`src/rtl/getir_paket.sv`:
```
// Shared types for the instruction fetch stage: FSM states, fetch buffer entry
// and PC alignment helper.
package getir_paket;

  localparam int unsigned PS_W       = 32;
  localparam int unsigned KOMUT_BOYU = 4;

  typedef enum logic [1:0] {
    BOSTA = 2'd0,
    ISTEK = 2'd1,
    BEKLE = 2'd2,
    IPTAL = 2'd3
  } durum_t;

  typedef struct packed {
    logic [PS_W-1:0] ps;
    logic [31:0]     buyruk;
    logic            dallan;
  } fifo_girdi_t;

  // Every PC loaded from outside is forced onto a word boundary.
  function automatic logic [PS_W-1:0] hizala(input logic [PS_W-1:0] adres);
    return {adres[PS_W-1:2], 2'b00};
  endfunction

endpackage

```
`src/rtl/getir_birimi_if.sv`:
```
// Memory, predictor, execute-redirect and decode signals of the fetch stage.
interface getir_birimi_if;

  logic        bellek_istek_gecerli;
  logic [31:0] bellek_istek_adres;
  logic        bellek_istek_hazir;
  logic        bellek_yanit_gecerli;
  logic [31:0] bellek_yanit_veri;

  logic [31:0] getir_ps;
  logic [31:0] getir_buyruk;
  logic        getir_gecerli;
  logic        sonuc_dallan;
  logic [31:0] sonuc_dallan_ps;

  logic        yurut_duzelt;
  logic [31:0] yurut_duzelt_ps;

  logic        coz_gecerli;
  logic        coz_hazir;
  logic [31:0] coz_ps;
  logic [31:0] coz_buyruk;
  logic        coz_ongoru_dallan;

  modport master (
    output bellek_istek_gecerli, bellek_istek_adres,
    input  bellek_istek_hazir, bellek_yanit_gecerli, bellek_yanit_veri,
    output getir_ps, getir_buyruk, getir_gecerli,
    input  sonuc_dallan, sonuc_dallan_ps,
    input  yurut_duzelt, yurut_duzelt_ps,
    output coz_gecerli, coz_ps, coz_buyruk, coz_ongoru_dallan,
    input  coz_hazir
  );

  modport slave (
    input  bellek_istek_gecerli, bellek_istek_adres,
    output bellek_istek_hazir, bellek_yanit_gecerli, bellek_yanit_veri,
    input  getir_ps, getir_buyruk, getir_gecerli,
    output sonuc_dallan, sonuc_dallan_ps,
    output yurut_duzelt, yurut_duzelt_ps,
    input  coz_gecerli, coz_ps, coz_buyruk, coz_ongoru_dallan,
    output coz_hazir
  );

endinterface

```
`src/rtl/buyruk_fifo.sv`:
```
// Synchronous instruction buffer with flush; push and pop may coincide even when full.
module buyruk_fifo
  import getir_paket::*;
#(
  parameter int unsigned DERINLIK = 4,
  localparam int unsigned ADRES_W = $clog2(DERINLIK),
  localparam int unsigned SAYI_W  = ADRES_W + 1
) (
  input  logic              clk,
  input  logic              rst,
  input  logic              itme,
  input  logic              cekme,
  input  logic              bosalt,
  input  fifo_girdi_t       giris,
  output fifo_girdi_t       cikis,
  output logic [SAYI_W-1:0] sayi,
  output logic              dolu,
  output logic              bos
);

  fifo_girdi_t        bellek [DERINLIK];
  logic [ADRES_W-1:0] okuma;
  logic [ADRES_W-1:0] yazma;
  logic               itme_g;
  logic               cekme_g;

  assign bos     = (sayi == '0);
  assign dolu    = (sayi == SAYI_W'(DERINLIK));
  assign cekme_g = cekme & ~bos;
  assign itme_g  = itme & (~dolu | cekme_g);
  assign cikis   = bellek[okuma];

  // Pointers and occupancy; flush wins over any push or pop in the same cycle.
  always_ff @(posedge clk or negedge rst) begin
    if (!rst) begin
      okuma <= '0;
      yazma <= '0;
      sayi  <= '0;
    end else if (bosalt) begin
      okuma <= '0;
      yazma <= '0;
      sayi  <= '0;
    end else begin
      if (itme_g)  yazma <= yazma + ADRES_W'(1);
      if (cekme_g) okuma <= okuma + ADRES_W'(1);
      sayi <= sayi + SAYI_W'(itme_g) - SAYI_W'(cekme_g);
    end
  end

  always_ff @(posedge clk) begin
    if (itme_g && !bosalt) bellek[yazma] <= giris;
  end

endmodule

```
`src/rtl/getir_birimi.sv`:
```
// Instruction fetch stage: PC, single-outstanding memory read FSM, predictor
// query on each returned word and a flushable buffer toward decode.
module getir_birimi
  import getir_paket::*;
#(
  parameter logic [31:0] BASLANGIC_PS  = 32'h0000_0000,
  parameter int unsigned FIFO_DERINLIK = 4
) (
  input logic           clk,
  input logic           rst,
  getir_birimi_if.master bus
);

  localparam int unsigned SAYI_W = $clog2(FIFO_DERINLIK) + 1;

  durum_t            durum;
  durum_t            durum_n;
  logic [PS_W-1:0]   ps;
  logic [PS_W-1:0]   ps_n;
  logic              itme;
  logic              bosalt;
  logic              cekme;
  logic              sorgu;
  logic              el_sikisma;
  fifo_girdi_t       giris;
  fifo_girdi_t       bas;
  logic [SAYI_W-1:0] sayi;
  logic [SAYI_W:0]   sonra_sayi;
  logic              dolu;
  logic              bos;

  assign el_sikisma = (durum == ISTEK) & bus.bellek_istek_hazir;
  assign cekme      = ~bos & bus.coz_hazir;
  // Occupancy after this cycle's push and any simultaneous pop.
  assign sonra_sayi = {1'b0, sayi} + (SAYI_W+1)'(1) - (SAYI_W+1)'(cekme);
  assign giris      = '{ps: ps, buyruk: bus.bellek_yanit_veri, dallan: bus.sonuc_dallan};

  always_ff @(posedge clk or negedge rst) begin
    if (!rst) begin
      durum <= BOSTA;
      ps    <= hizala(BASLANGIC_PS);
    end else begin
      durum <= durum_n;
      ps    <= ps_n;
    end
  end

  always_comb begin
    durum_n = durum;
    ps_n    = ps;
    itme    = 1'b0;
    bosalt  = 1'b0;
    sorgu   = 1'b0;
    if (bus.yurut_duzelt) begin
      bosalt = 1'b1;
      ps_n   = hizala(bus.yurut_duzelt_ps);
      unique case (durum)
        BOSTA:   durum_n = ISTEK;
        ISTEK:   durum_n = el_sikisma ? IPTAL : ISTEK;
        // A response landing now is the one being cancelled, so nothing is left to wait for.
        BEKLE,
        IPTAL:   durum_n = bus.bellek_yanit_gecerli ? ISTEK : IPTAL;
        default: durum_n = BOSTA;
      endcase
    end else begin
      unique case (durum)
        BOSTA: if (!dolu) durum_n = ISTEK;
        ISTEK: if (el_sikisma) durum_n = BEKLE;
        BEKLE: begin
          if (bus.bellek_yanit_gecerli) begin
            sorgu   = 1'b1;
            itme    = 1'b1;
            ps_n    = bus.sonuc_dallan ? hizala(bus.sonuc_dallan_ps)
                                       : ps + PS_W'(KOMUT_BOYU);
            durum_n = (sonra_sayi < (SAYI_W+1)'(FIFO_DERINLIK)) ? ISTEK : BOSTA;
          end
        end
        IPTAL: if (bus.bellek_yanit_gecerli) durum_n = ISTEK;
        default: durum_n = BOSTA;
      endcase
    end
  end

  buyruk_fifo #(
    .DERINLIK (FIFO_DERINLIK)
  ) u_fifo (
    .clk    (clk),
    .rst    (rst),
    .itme   (itme),
    .cekme  (cekme),
    .bosalt (bosalt),
    .giris  (giris),
    .cikis  (bas),
    .sayi   (sayi),
    .dolu   (dolu),
    .bos    (bos)
  );

  assign bus.bellek_istek_gecerli = (durum == ISTEK);
  assign bus.bellek_istek_adres   = ps;
  assign bus.getir_gecerli        = sorgu;
  assign bus.getir_ps             = ps;
  assign bus.getir_buyruk         = sorgu ? bus.bellek_yanit_veri : 32'h0;
  assign bus.coz_gecerli          = ~bos;
  assign bus.coz_ps               = bos ? 32'h0 : bas.ps;
  assign bus.coz_buyruk           = bos ? 32'h0 : bas.buyruk;
  assign bus.coz_ongoru_dallan    = ~bos & bas.dallan;

endmodule

```
`src/flat_wrapper.sv`:
```
// flat-port wrapper written by rule: the top's interface ports become plain ports
module getir_birimi_flat import getir_paket::*;
#(
  parameter logic [31:0] BASLANGIC_PS  = 32'h0000_0000,
  parameter int unsigned FIFO_DERINLIK = 4
)
  (clk, rst, bus_bellek_istek_gecerli, bus_bellek_istek_adres, bus_bellek_istek_hazir, bus_bellek_yanit_gecerli, bus_bellek_yanit_veri, bus_getir_ps, bus_getir_buyruk, bus_getir_gecerli, bus_sonuc_dallan, bus_sonuc_dallan_ps, bus_yurut_duzelt, bus_yurut_duzelt_ps, bus_coz_gecerli, bus_coz_ps, bus_coz_buyruk, bus_coz_ongoru_dallan, bus_coz_hazir);
  getir_birimi_if bus_i ();
  input logic clk;
  input logic rst;
  output wire logic [$bits(bus_i.bellek_istek_gecerli)-1:0] bus_bellek_istek_gecerli;
  output wire logic [$bits(bus_i.bellek_istek_adres)-1:0] bus_bellek_istek_adres;
  input wire logic [$bits(bus_i.bellek_istek_hazir)-1:0] bus_bellek_istek_hazir;
  input wire logic [$bits(bus_i.bellek_yanit_gecerli)-1:0] bus_bellek_yanit_gecerli;
  input wire logic [$bits(bus_i.bellek_yanit_veri)-1:0] bus_bellek_yanit_veri;
  output wire logic [$bits(bus_i.getir_ps)-1:0] bus_getir_ps;
  output wire logic [$bits(bus_i.getir_buyruk)-1:0] bus_getir_buyruk;
  output wire logic [$bits(bus_i.getir_gecerli)-1:0] bus_getir_gecerli;
  input wire logic [$bits(bus_i.sonuc_dallan)-1:0] bus_sonuc_dallan;
  input wire logic [$bits(bus_i.sonuc_dallan_ps)-1:0] bus_sonuc_dallan_ps;
  input wire logic [$bits(bus_i.yurut_duzelt)-1:0] bus_yurut_duzelt;
  input wire logic [$bits(bus_i.yurut_duzelt_ps)-1:0] bus_yurut_duzelt_ps;
  output wire logic [$bits(bus_i.coz_gecerli)-1:0] bus_coz_gecerli;
  output wire logic [$bits(bus_i.coz_ps)-1:0] bus_coz_ps;
  output wire logic [$bits(bus_i.coz_buyruk)-1:0] bus_coz_buyruk;
  output wire logic [$bits(bus_i.coz_ongoru_dallan)-1:0] bus_coz_ongoru_dallan;
  input wire logic [$bits(bus_i.coz_hazir)-1:0] bus_coz_hazir;
  assign bus_bellek_istek_gecerli = bus_i.bellek_istek_gecerli;
  assign bus_bellek_istek_adres = bus_i.bellek_istek_adres;
  assign bus_i.bellek_istek_hazir = bus_bellek_istek_hazir;
  assign bus_i.bellek_yanit_gecerli = bus_bellek_yanit_gecerli;
  assign bus_i.bellek_yanit_veri = bus_bellek_yanit_veri;
  assign bus_getir_ps = bus_i.getir_ps;
  assign bus_getir_buyruk = bus_i.getir_buyruk;
  assign bus_getir_gecerli = bus_i.getir_gecerli;
  assign bus_i.sonuc_dallan = bus_sonuc_dallan;
  assign bus_i.sonuc_dallan_ps = bus_sonuc_dallan_ps;
  assign bus_i.yurut_duzelt = bus_yurut_duzelt;
  assign bus_i.yurut_duzelt_ps = bus_yurut_duzelt_ps;
  assign bus_coz_gecerli = bus_i.coz_gecerli;
  assign bus_coz_ps = bus_i.coz_ps;
  assign bus_coz_buyruk = bus_i.coz_buyruk;
  assign bus_coz_ongoru_dallan = bus_i.coz_ongoru_dallan;
  assign bus_i.coz_hazir = bus_coz_hazir;
  getir_birimi #(.BASLANGIC_PS(BASLANGIC_PS), .FIFO_DERINLIK(FIFO_DERINLIK)) u_core (.clk(clk), .rst(rst), .bus(bus_i));
endmodule
```
`config.mk`:
```
export PLATFORM = sky130hd
export DESIGN_NAME = getir_birimi_flat
export DESIGN_NICKNAME = d
export VERILOG_FILES = /design/src/rtl/getir_paket.sv /design/src/rtl/getir_birimi_if.sv /design/src/rtl/buyruk_fifo.sv /design/src/rtl/getir_birimi.sv /design/src/flat_wrapper.sv
export SDC_FILE = /design/constraint.sdc
export NUM_CORES = 1
export LEC_CHECK = 0
export CAP_MARGIN = 20
export CORE_MARGIN = 1
export CORE_UTILIZATION = 40
export CTS_CLUSTER_DIAMETER = 100
export DETAILED_ROUTE_END_ITERATION = 6
export DONT_BUFFER_PORTS = 1
export SLEW_MARGIN = 10
export SYNTH_ARGS = -nofsm -noshare
export SYNTH_HDL_FRONTEND = slang
export SYNTH_SLANG_ARGS = --single-unit
```
`constraint.sdc`:
```
create_clock -name clk -period 3.32 [get_ports clk]
set_input_delay 0.664 -clock clk [delete_from_list [all_inputs] [get_ports clk]]
set_output_delay 0.664 -clock clk [all_outputs]
set_load 0.01 [all_outputs]
```
==> flow_summary.json, run 1 <==
{
  "register_area_mm2": 0.00855,
  "grt.total_usage_pct": 17.3,
  "ys_types": 53,
  "layout.cells.non_filler": 1237,
  "gr-total-overflow": 0,
  "finClkSkew_ns": 0.0193,
  "worst_ir_drop_vdd_mv": 0.428,
  "clk_latency_ns": 0.55,
  "grt_pass1_vias": 6820,
  "grt_first_pass_wirelength_mm": 42.6,
  "cts_root_buf": "clkbuf_16",
  "synth_seq_cells": 291,
  "fillerInstances": 2746,
  "cts_tree": "done",
  "grt_antenna_before_repair": 0,
  "gp_congestion": 0.711,
  "worstPathRequired_ns": 2.66,
  "synth-edff-count": 252,
  "clkTransAtPathRegs_ns": 0.06,
  "ant_nets": 0,
  "relSlewSlack_pct": 42.3,
  "wire_per_inst_um": 23.0,
  "post_dp_cell_area_mm2": 0.0131,
  "outcome": "finished clean",
  "dp_cells": 1177,
  "min_from": "bus_yurut_duzelt",
  "ctsResizeCount": 0,
  "postLayoutCoreUtil_pct": 44.9,
  "route.detailed.drc": 0,
  "setup_viol": 0,
  "max_freq_mhz": 329,
  "multi_input_area_mm2": 0.00376,
  "io_buffers": 0,
  "drv_cap": 0,
  "rr_startpoint": "u_core.bus.bellek_istek_adres[2]$_DFFE_PN0P_",
  "p_sw_mw": 2.62,
  "swShare_pct": 27.5,
  "period_minus_slack_ns": 3.04,
  "final-hold-violation-count": 0,
  "area_growth_pct": 10.5,
  "fp.dieH_um": 181,
  "p_int_mw": 6.88,
  "syn_avg_cell_area_um2": 15.4,
  "start_kind": "register",
  "first_pass_iters": 4,
  "cts_sinks": 291,
  "synthCells": 832,
  "place_hpwl_mm": 17.7,
  "pwr-share-seq_pct": 46.0,
  "path_max_fanout": 24,
  "worstMarginPinSlew_ns": 0.866,
  "ys.flop_type": "edfxtp_1",
  "syn_area_mm2": 0.0128,
  "final_nets": 920,
  "vias": 6773,
  "die-area_mm2": 0.0328,
  "numCtsBuffers": 30,
  "arrival_ns": 2.37,
  "via_per_inst": 5.48,
  "yosys_warnings": 0,
  "path_class": "reg2out",
  "power_frac_comb_pct": 19.8,
  "drive_above_1_share_pct": 18.6,
  "tns_ns": 0,
  "clockPowerShare_pct": 34.2,
  "rows": 65,
  "post_cts_buffers": 0,
  "ys_async_sr_fraction_pct": 13.4,
  "hold_path_end": "u_core.u_fifo.okuma[1]$_DFFE_PN0P_",
  "drt_iter0_drc": 272,
  "powerDensity_mw_per_mm2": 671,
  "grt_setup_unrepaired": "no",
  "slew_viol_final": 0,
  "io_pins": 267,
  "r2r_end": "u_core.bus.bellek_istek_adres[24]$_DFFE_PN0P_",
  "finalCritPeriodShare_pct": 91.5,
  "yosysSeqAreaShare_pct": 66.6,
  "cts_hold_buf": 2,
  "grt_max_degree": 73,
  "clk_path_buf_depth": 3,
  "finalWirelength_mm": 28.4,
  "leakagePower_nw": 4.61,
  "htree_num_levels": 1,
  "design_area_mm2": 0.0142,
  "core-area_mm2": 0.0316,
  "rr_worst_depth": 6,
  "hold_path_depth": 1,
  "die_w_um": 181,
  "min_path_type": "in2reg",
  "initial_core_util_pct": 40.6,
  "r2r_slack_ns": 0.86,
  "worst_setup_path_end_kind": "output port"
}
## Yosys cell counts (all sizes together) (2+ instances only)
cell / n / area [um2]
a211oi: 2 / 15.0
a21oi: 48 / 240
a31oi: 3 / 18.8
and2: 99 / 619
and3: 3 / 18.8
buf: 52 / 368
clkbuf: 35 / 131
dfrtp: 39 / 976
edfxtp: 252 / 7570
ha: 6 / 75.1
inv: 12 / 45.0
mux2i: 3 / 30.0
mux4: 63 / 1420
nand2: 39 / 146
nand2b: 4 / 25.0
nand3: 26 / 130
nand3b: 2 / 15.0
nand4: 7 / 43.8
nor2: 26 / 97.6
nor2b: 2 / 12.5
nor3: 13 / 90.1
nor3b: 3 / 22.5
nor4: 8 / 105
o21a: 2 / 15.0
o21ai: 32 / 160
o31ai: 4 / 30.0
or3: 5 / 41.3
xnor2: 18 / 158
xor2: 8 / 70.1
## worst max path at each step
| stage | startpoint | endpoint | slack [ns] | cells after the start |
|---|---|---|---|---|
| final | u_core.u_fifo.okuma[0]$_DFFE_PN0P_ | bus_coz_ps[21] | 0.28 | 3 |
| after global routing | u_core.u_fifo.okuma[0]$_DFFE_PN0P_ | bus_coz_ps[28] | 0.12 | 3 |
| after CTS | u_core.u_fifo.sayi[1]$_DFF_PN0_ | bus_coz_ps[23] | 0.10 | 3 |
| after detailed placement | bus_bellek_yanit_gecerli | u_core.u_fifo.sayi[2]$_DFF_PN0_ | 0.69 | 11 |
| after global placement | bus_bellek_yanit_gecerli | u_core.u_fifo.sayi[2]$_DFF_PN0_ | 0.70 | 11 |
| after floorplan | bus_yurut_duzelt | u_core.u_fifo.bellek[0][0]$_DFFE_PP_ | 0.58 | 4 |
## placed cells by master, fill, tap and decap left out, types with 4 or more instances in the layout
cell type and count:
mux4_2 63, nor2_1 26, o21ai_0 19, and2_4 4, a21oi_1 48, xor2_1 8, clkbuf_1 11, inv_1 12
nand3_1 26, nand2b_1 4, buf_12 8, o21ai_1 13, nand4_1 7, edfxtp_1 252, nand2_1 39, o31ai_1 4
nor4_2 4, conb_1 6, nor3_1 8, nor3_2 5, xnor2_1 18, dfrtp_1 37, ha_1 6, buf_4 18
clkbuf_8 5, clkbuf_16 31, and2_1 95
## cells by family (layout without fill, tap and decap cells)
group,Yosys count,in the layout,synth area share [%]
flops,291,291,66.6
simple gates,240,240,10.9
compound gates,100,100,4.31
buf+inv,100,97,4.27
mux,67,67,11.4
xor+xnor,26,26,1.78
fa+ha+maj,7,7,0.742
other cells,1,7,0.0292
## state kept, by name, indices dropped and copies added (netlist names)
register and flops:
u_core.u_fifo.bellek 252, u_core.u_fifo.sayi 3, u_core.durum 2, u_core.u_fifo.yazma 2, u_core.u_fifo.okuma 2, u_core.bus.bellek_istek_adres 30
## layer usage
metal / GRT usage (%) / part of all wire [%]
met1: 22.5 / 43
met3: 4.62 / 6.9
met2: 29.2 / 49
met5: 0 / 0
met4: 3.66 / 1.4
## through the flow
| stage | total power, mW | hold WS [ns] | worst slack, ns |
|---|---|---|---|
| 2_1_floorplan | 5.90 | 0.368 | 0.584 |
| 3_3_place_gp | 6.32 | 0.370 | 0.701 |
| 5_1_grt | 9.94 | 0.174 | 0.122 |
| 3_5_place_dp | 6.34 | 0.370 | 0.691 |
| 4_1_cts | 9.62 | 0.147 | 0.102 |
| 6_report | 9.50 | 0.207 | 0.283 |
## critical path, stage by stage (launching register included)
cell and delay [ns]:
dfrtp_4 0.78, buf_4 0.30, mux4_2 0.52, and2_1 0.22
## power groups by stage
stage / Clock [mW] / Sequential, mW / Combinational [mW]
finish: 3.25 / 4.37 / 1.88
global route: 3.48 / 4.41 / 2.05
CTS: 3.34 / 4.39 / 1.89
detailed placement: 0 / 4.46 / 1.87
global placement: 0 / 4.46 / 1.86
floorplan: 0 / 4.26 / 1.64
## layout make-up
type / count / share of cell area, %
flip-flops and latches: 291 / 60.3
repair buffers: 28 / 2.35
inverters: 13 / 0.344
diodes: 1 / 0.0177
well taps: 402 / 3.55
clock inverters: 9 / 0.592
clock buffers: 47 / 6.25
multi-input cells: 446 / 26.5
(Power assumes the default switching activity.)
==> inputs of run 2 (changes only) <==
--- a/config.mk
+++ b/config.mk
@@ -11,6 +11,7 @@
 export CTS_CLUSTER_DIAMETER = 100
 export DETAILED_ROUTE_END_ITERATION = 6
 export DONT_BUFFER_PORTS = 1
+export HOLD_SLACK_MARGIN = 0.02
 export SLEW_MARGIN = 10
 export SYNTH_ARGS = -nofsm -noshare
 export SYNTH_HDL_FRONTEND = slang
==> results of run 2 <==
Same layout as run 1: the final DEF is identical, and so are final timing and power.
==> inputs of run 3 (changes only) <==
--- a/config.mk
+++ b/config.mk
@@ -8,7 +8,6 @@
 export CAP_MARGIN = 20
 export CORE_MARGIN = 1
 export CORE_UTILIZATION = 40
-export CTS_CLUSTER_DIAMETER = 100
 export DETAILED_ROUTE_END_ITERATION = 6
 export DONT_BUFFER_PORTS = 1
 export HOLD_SLACK_MARGIN = 0.02
==> results of run 3 <==
Same layout as run 1: the final DEF is identical, and so are final timing and power.
